## config.mk

```make
export PLATFORM = sky130hd
export DESIGN_NAME = decoder_scan_ctrl
export DESIGN_NICKNAME = d
export VERILOG_FILES = /design/src/rtl/decoder_scan_ctrl.sv
export SDC_FILE = /design/constraint.sdc
export NUM_CORES = 1
export LEC_CHECK = 0
export BUFFER_PORTS_ARGS = -buffer_cell sky130_fd_sc_hd__buf_4
export CORE_MARGIN = 2
export CORE_UTILIZATION = 55
export CTS_CLUSTER_DIAMETER = 120
export CTS_CLUSTER_SIZE = 12
export DETAILED_ROUTE_END_ITERATION = 10
export PLACE_DENSITY = 0.87
export RECOVER_POWER = 100
export SYNTH_ARGS = -nofsm -noshare
export SYNTH_HDL_FRONTEND = slang
export SYNTH_SLANG_ARGS = --single-unit
```

## constraint.sdc

```tcl
create_clock -name clk -period 4.23 [get_ports clk]
set_input_delay 0.846 -clock clk [delete_from_list [all_inputs] [get_ports clk]]
set_output_delay 0.846 -clock clk [all_outputs]
set_load 0.01 [all_outputs]
```

## src/rtl/decoder_scan_ctrl.sv

```systemverilog
`default_nettype none
//------------------------------------------------------------------------------
// Module      : decoder_scan_ctrl
// Description : Line sequencer for a 3-to-8 tri-state decoder. Scans the eight
//               lines in a loop, skipping masked lines, and inserts single-line
//               accesses requested over a req/ack handshake. The line code only
//               changes while the select is inactive, so decoder outputs never
//               glitch between lines.
// Revision    : 1.0 - initial release
//------------------------------------------------------------------------------
module decoder_scan_ctrl #(
    parameter int DWELL = 4,   // cycles selbar is held low per line
    parameter int GAP   = 1,   // blanking cycles after each line
    parameter int CW    = 4    // dwell/gap counter width
) (
    input  logic       clk,
    input  logic       rst_n,
    input  logic       en,
    input  logic [0:7] mask,
    input  logic       req,
    input  logic [2:0] req_line,
    output logic       ack,
    output logic [0:2] dec,
    output logic       selbar,
    output logic [2:0] line_idx,
    output logic       busy,
    output logic       frame_done
);

    localparam logic [1:0] c_st_idle   = 2'd0;
    localparam logic [1:0] c_st_setup  = 2'd1;
    localparam logic [1:0] c_st_active = 2'd2;
    localparam logic [1:0] c_st_gap    = 2'd3;

    localparam logic [CW-1:0] c_dwell_last  = CW'(DWELL - 1);
    localparam logic [CW-1:0] c_gap_last    = CW'(GAP - 1);
    localparam logic [CW-1:0] c_gap_prelast = CW'((GAP > 1) ? GAP - 2 : 0);
    localparam bit            c_gap_one     = (GAP == 1);

    logic [1:0]    r_state;
    logic [CW-1:0] r_cnt;
    logic [2:0]    r_ptr;      // next line the scan considers
    logic          r_is_req;   // current line is a request, not a scan line

    logic [2:0]    w_idx;
    logic          w_scan_found;
    logic [2:0]    w_scan_line;
    logic          w_none_above;
    logic          w_decide;
    logic          w_req_take;
    logic          w_enter_last_gap;

    // First unmasked line at or after the scan pointer, wrapping 7 -> 0
    always_comb begin
        w_scan_found = 1'b0;
        w_scan_line  = 3'd0;
        w_idx        = 3'd0;
        // Descending so the nearest hit is the last one written
        for (int k = 7; k >= 0; k--) begin
            w_idx = r_ptr + 3'(k);
            if (!mask[w_idx]) begin
                w_scan_found = 1'b1;
                w_scan_line  = w_idx;
            end
        end
    end

    // Frame wrap detection: no unmasked line above the current one
    always_comb begin
        w_none_above = 1'b1;
        for (int j = 0; j < 8; j++) begin
            if ((3'(j) > line_idx) && !mask[3'(j)]) begin
                w_none_above = 1'b0;
            end
        end
    end

    // Decision point, request acceptance and last-GAP-cycle entry
    always_comb begin
        w_decide = (r_state == c_st_idle) ||
                   ((r_state == c_st_gap) && (r_cnt == c_gap_last));
        // The request being acked this cycle is still high; it is not new
        w_req_take = req && !ack;
        w_enter_last_gap = ((r_state == c_st_active) && (r_cnt == c_dwell_last) && c_gap_one) ||
                           ((r_state == c_st_gap) && !c_gap_one && (r_cnt == c_gap_prelast));
    end

    // Sequencer FSM with registered outputs
    always_ff @(posedge clk or negedge rst_n) begin
        if (!rst_n) begin
            r_state    <= c_st_idle;
            r_cnt      <= '0;
            r_ptr      <= 3'd0;
            r_is_req   <= 1'b0;
            ack        <= 1'b0;
            dec        <= 3'b000;
            selbar     <= 1'b1;
            line_idx   <= 3'd0;
            busy       <= 1'b0;
            frame_done <= 1'b0;
        end else begin
            ack        <= 1'b0;
            frame_done <= 1'b0;
            if (w_enter_last_gap) begin
                ack        <= r_is_req;
                frame_done <= !r_is_req && w_none_above;
            end

            case (r_state)
                c_st_setup: begin
                    r_state <= c_st_active;
                    selbar  <= 1'b0;
                    r_cnt   <= '0;
                end
                c_st_active: begin
                    if (r_cnt == c_dwell_last) begin
                        r_state <= c_st_gap;
                        selbar  <= 1'b1;
                        r_cnt   <= '0;
                    end else begin
                        r_cnt <= r_cnt + CW'(1);
                    end
                end
                default: begin  // idle and gap
                    if (!w_decide) begin
                        r_cnt <= r_cnt + CW'(1);
                    end else if (w_req_take) begin
                        // Inserted access: scan pointer left untouched
                        r_state  <= c_st_setup;
                        line_idx <= req_line;
                        dec      <= ~req_line;   // 7 - i
                        r_is_req <= 1'b1;
                        busy     <= 1'b1;
                    end else if (en && w_scan_found) begin
                        r_state  <= c_st_setup;
                        line_idx <= w_scan_line;
                        dec      <= ~w_scan_line;
                        r_ptr    <= w_scan_line + 3'd1;
                        r_is_req <= 1'b0;
                        busy     <= 1'b1;
                    end else begin
                        r_state  <= c_st_idle;
                        r_is_req <= 1'b0;
                        busy     <= 1'b0;
                    end
                end
            endcase
        end
    end

endmodule
`default_nettype wire

```

==> Flow_metrics.wiki <==
{| class="wikitable"
! Metric !! Value
|-
| Most common library cell in the layout ignoring fill and taps || sky130_fd_sc_hd__nand2_1
|-
| Quantity of I/O buffers inserted on ports || 24
|-
| Max FO, Critical Path || 13
|-
| Fin Hold WS || 0.491 ns
|-
| Area added between synthesis and finish || 10.2%
|-
| Total Wirelength || 5.04 mm
|-
| # rows || 22
|-
| Number of synthesized flops with an enable pin || 0
|-
| Register bit total from synthesis || 20
|-
| GRT overflow || 0
|-
| CP Capture Point || r_ptr[2]$_DFFE_PN0P_
|-
| Worst setup slack for register-to-register paths || 0.54 ns
|-
| Layout cell share with drive strength beyond 1 || 20.9%
|-
| Die area || 4290 um^2
|-
| Transition at the pin with the smallest max-transition slack || 1.03 ns
|-
| Final setup slack of the worst path || 0.541 ns
|-
| Outcome || finished, final reports clean
|-
| Post-CTS Resized || 0
|-
| RSZ-0062 raised after global routing || no
|-
| Number of maximum-capacitance constraint violations || 0
|-
| Hold buffer count at cts || 0
|-
| Number of optimization iterations in the first detailed-route pass || 6
|-
| Sum Neg Setup Slack || 0 ns
|-
| Routed vias/inst || 6.55
|-
| Number of buffers added by the clock tree synthesis step || 3
|-
| Crit share post-route || 87.2%
|-
| Synth Net Count || 248
|-
| Crit path kind || register to register
|-
| Final-report max-slew violation count || 0
|-
| Fill cell count || 293
|-
| I/O pin count || 25
|-
| Critical-path cell with the highest stage delay || sky130_fd_sc_hd__ha_1
|-
| Count of endpoints failing hold in the final timing report || 0
|-
| Wire length of the first global-routing pass || 8.40 mm
|-
| Kind of cell with the highest combined delay on the critical path || simple AND/OR/NAND/NOR gates
|-
| Syn Inst Count || 224
|-
| Synthesis Warnings || 0
|-
| Maximum clock insertion buffer count || 2
|-
| Starting utilization of the core area || 56.8%
|-
| Time the worst path needs with I/O delays and setup || 3.69 ns
|-
| Largest family of logic cells by synthesized area || multiplexers
|-
| Kind of path behind the tightest hold check || register to register
|-
| Overall routing resource usage || 25.5%
|-
| Highest-count cells in the layout ignoring fill and taps || sky130_fd_sc_hd__nand2_1 (25), sky130_fd_sc_hd__dfrtp_1 (19), sky130_fd_sc_hd__o21ai_0 (18)
|-
| Complex-gate fraction of the synthesized area || 21.5%
|-
| Sink count of the clock tree || 20
|-
| CTS tree || built
|-
| Startpoint type of the worst setup path || register
|-
| Number of buffers inserted to repair setup after CTS || 0
|-
| Number of antenna violations at the first check in global routing || 0
|-
| Clock network latency to the later pin of the worst-skew pair || 0.26 ns
|-
| Die Ht || 65.5 um
|-
| Clock Root Buffer || sky130_fd_sc_hd__clkbuf_8
|-
| Total inserted antenna cells || 0
|-
| Worst reg2reg endpoint || r_ptr[2]$_DFFE_PN0P_
|-
| Die X || 65.5 um
|-
| Fraction of synthesized area in multiplexers || 22.0%
|-
| Maximum number of pins on one net before global-route repair || 28
|-
| Worst-path cell chain || inv_1, ha_1, mux2_1, nor3_1, a2111oi_4, o2111ai_1, nand3_1, or3_1, ha_1, or3_1, a32oi_1
|-
| Average detailed-routed wire length per instance || 17.3 um
|-
| Weighted congestion at the end of routability-driven global placement || 1.02
|-
| Share of synthesized cell area in and, or, nand and nor gates || 18.5%
|-
| Final setup fails || 0
|-
| Sequential area share after synthesis || 24.1%
|-
| Number of nets in the finished design || 269
|-
| DP Worst Slack || 0.599 ns
|-
| H-tree lvl count || 1
|-
| Syn Std Cell Area || 2080 um^2
|-
| Clock-pin slew on the worst setup and hold paths || 0.08 ns
|-
| Final antenna-violating net count || 0
|-
| Req. time, crit path || 4.42 ns
|-
| Remaining max-slew budget at the tightest pin || 31.4%
|-
| Via count of the first global-routing pass || 1781
|-
| Prevailing post-synth register cell || sky130_fd_sc_hd__dfrtp_1
|-
| Top achievable clock speed || 271 MHz
|-
| Critical Path End Type || register
|-
| Largest stage delay on the critical path || 0.64 ns
|-
| DRC marker count from the first detailed-route iteration || 158
|-
| Vias after detailed routing || 1913
|-
| Count of buffering cells on the critical path with inverters included || 1
|-
| Critical path startpoint || r_ptr[0]$_DFFE_PN0P_
|-
| Post-DP HPWL || 3.79 mm
|-
| Adder-cell share of the synthesized area || 5.42%
|-
| Number of logic stages on the critical path including buffering || 11
|-
| Post-Route Skew || 0.0111 ns
|-
| Startpoint of the most critical register-to-register path || r_ptr[0]$_DFFE_PN0P_
|-
| DRC violation count after routing || 0
|-
| Arrival time at the worst endpoint || 3.87 ns
|-
| Number of unique standard cell types used by synthesis || 55
|-
| Area of the placeable core || 3660 um^2
|-
| Syn_area_per_cell || 9.28 um^2
|-
| Share of the synthesized netlist area taken by xor and xnor gates || 2.41%
|-
| Fraction of synthesis flops using an asynchronous set or reset pin || 100%
|-
| R2R depth || 11
|}
[final cells by class]
| cell class | count | area, um^2 | area share (%) |
|---|---|---|---|
| inverter | 13 | 48.8 | 2.13 |
| clock inverter | 1 | 30.0 | 1.31 |
| clock buffer | 3 | 41.3 | 1.80 |
| multi-input combinational | 179 | 1450 | 63.0 |
| sequential | 20 | 502 | 21.9 |
| timing repair buffer | 28 | 165 | 7.21 |
| tap | 48 | 60.1 | 2.62 |
[state kept, by name, indices dropped and copies added (netlist names)]
name	cells
frame_done	1
busy	1
r_is_req	1
line_idx	3
r_state	2
r_cnt	4
selbar	1
ack	1
dec	3
r_ptr	3
[routing by layer]
layer | track usage, % | share of wire [%]
met4 | 9.90 | 3.0
met1 | 36.1 | 43
met2 | 38.3 | 46
met3 | 5.65 | 8.5
met5 | 0 | 0
[synthesized netlist by cell type (all sizes together) (3+ instances only)]
library cell / n / share of area, %
mux4: 13 / 14
o21a: 3 / 1.1
o211ai: 5 / 1.8
a211oi: 3 / 1.6
mux2i: 6 / 4.1
nand2b: 6 / 1.8
nor2: 17 / 3.1
nor2b: 7 / 2.1
inv: 13 / 2.3
o221ai: 3 / 1.6
mux2: 7 / 3.8
nor3: 8 / 1.9
buf: 10 / 3.4
o21ai: 18 / 4.3
a21oi: 7 / 1.7
and3: 3 / 0.90
dfrtp: 19 / 23
o22ai: 3 / 0.90
a21o: 3 / 1.1
nand2: 25 / 4.5
ha: 9 / 5.4
or2: 3 / 0.90
[cells by family (layout without fill, tap and decap cells)]
family	Yosys count	in the layout
buffers and inverters	25	45
AOI/OAI and AO/OA	61	61
xor gates and xnor gates	4	4
and+or+nand+nor	79	79
muxes	26	26
adders and majority gates	9	9
DFF	20	20
[worst min path at each step]
stage	start	endpoint	slack, ns	depth (start not counted)
after floorplan	r_is_req$_DFFE_PN0P_	frame_done$_DFF_PN0_	0.42	1
after global routing	busy$_DFFE_PN0P_	busy$_DFFE_PN0P_	0.53	1
after CTS	rst_n	dec[1]$_DFFE_PN0P_	0.45	1
after detailed placement	r_is_req$_DFFE_PN0P_	frame_done$_DFF_PN0_	0.48	1
final	busy$_DFFE_PN0P_	busy$_DFFE_PN0P_	0.49	1
after global placement	r_is_req$_DFFE_PN0P_	frame_done$_DFF_PN0_	0.46	1
[metrics by stage]
stage,util (%),area (um^2),std cells
after floorplan,-,2080,224
after global placement,62.0,2270,288
after detailed placement,62.0,2270,288
after CTS,64.0,2340,292
after global routing,62.6,2290,292
final,62.6,2290,292
Power is left out: the tool's default activity adds up to more than one toggle a clock period on the data nets, which glitch-free logic cannot reach.
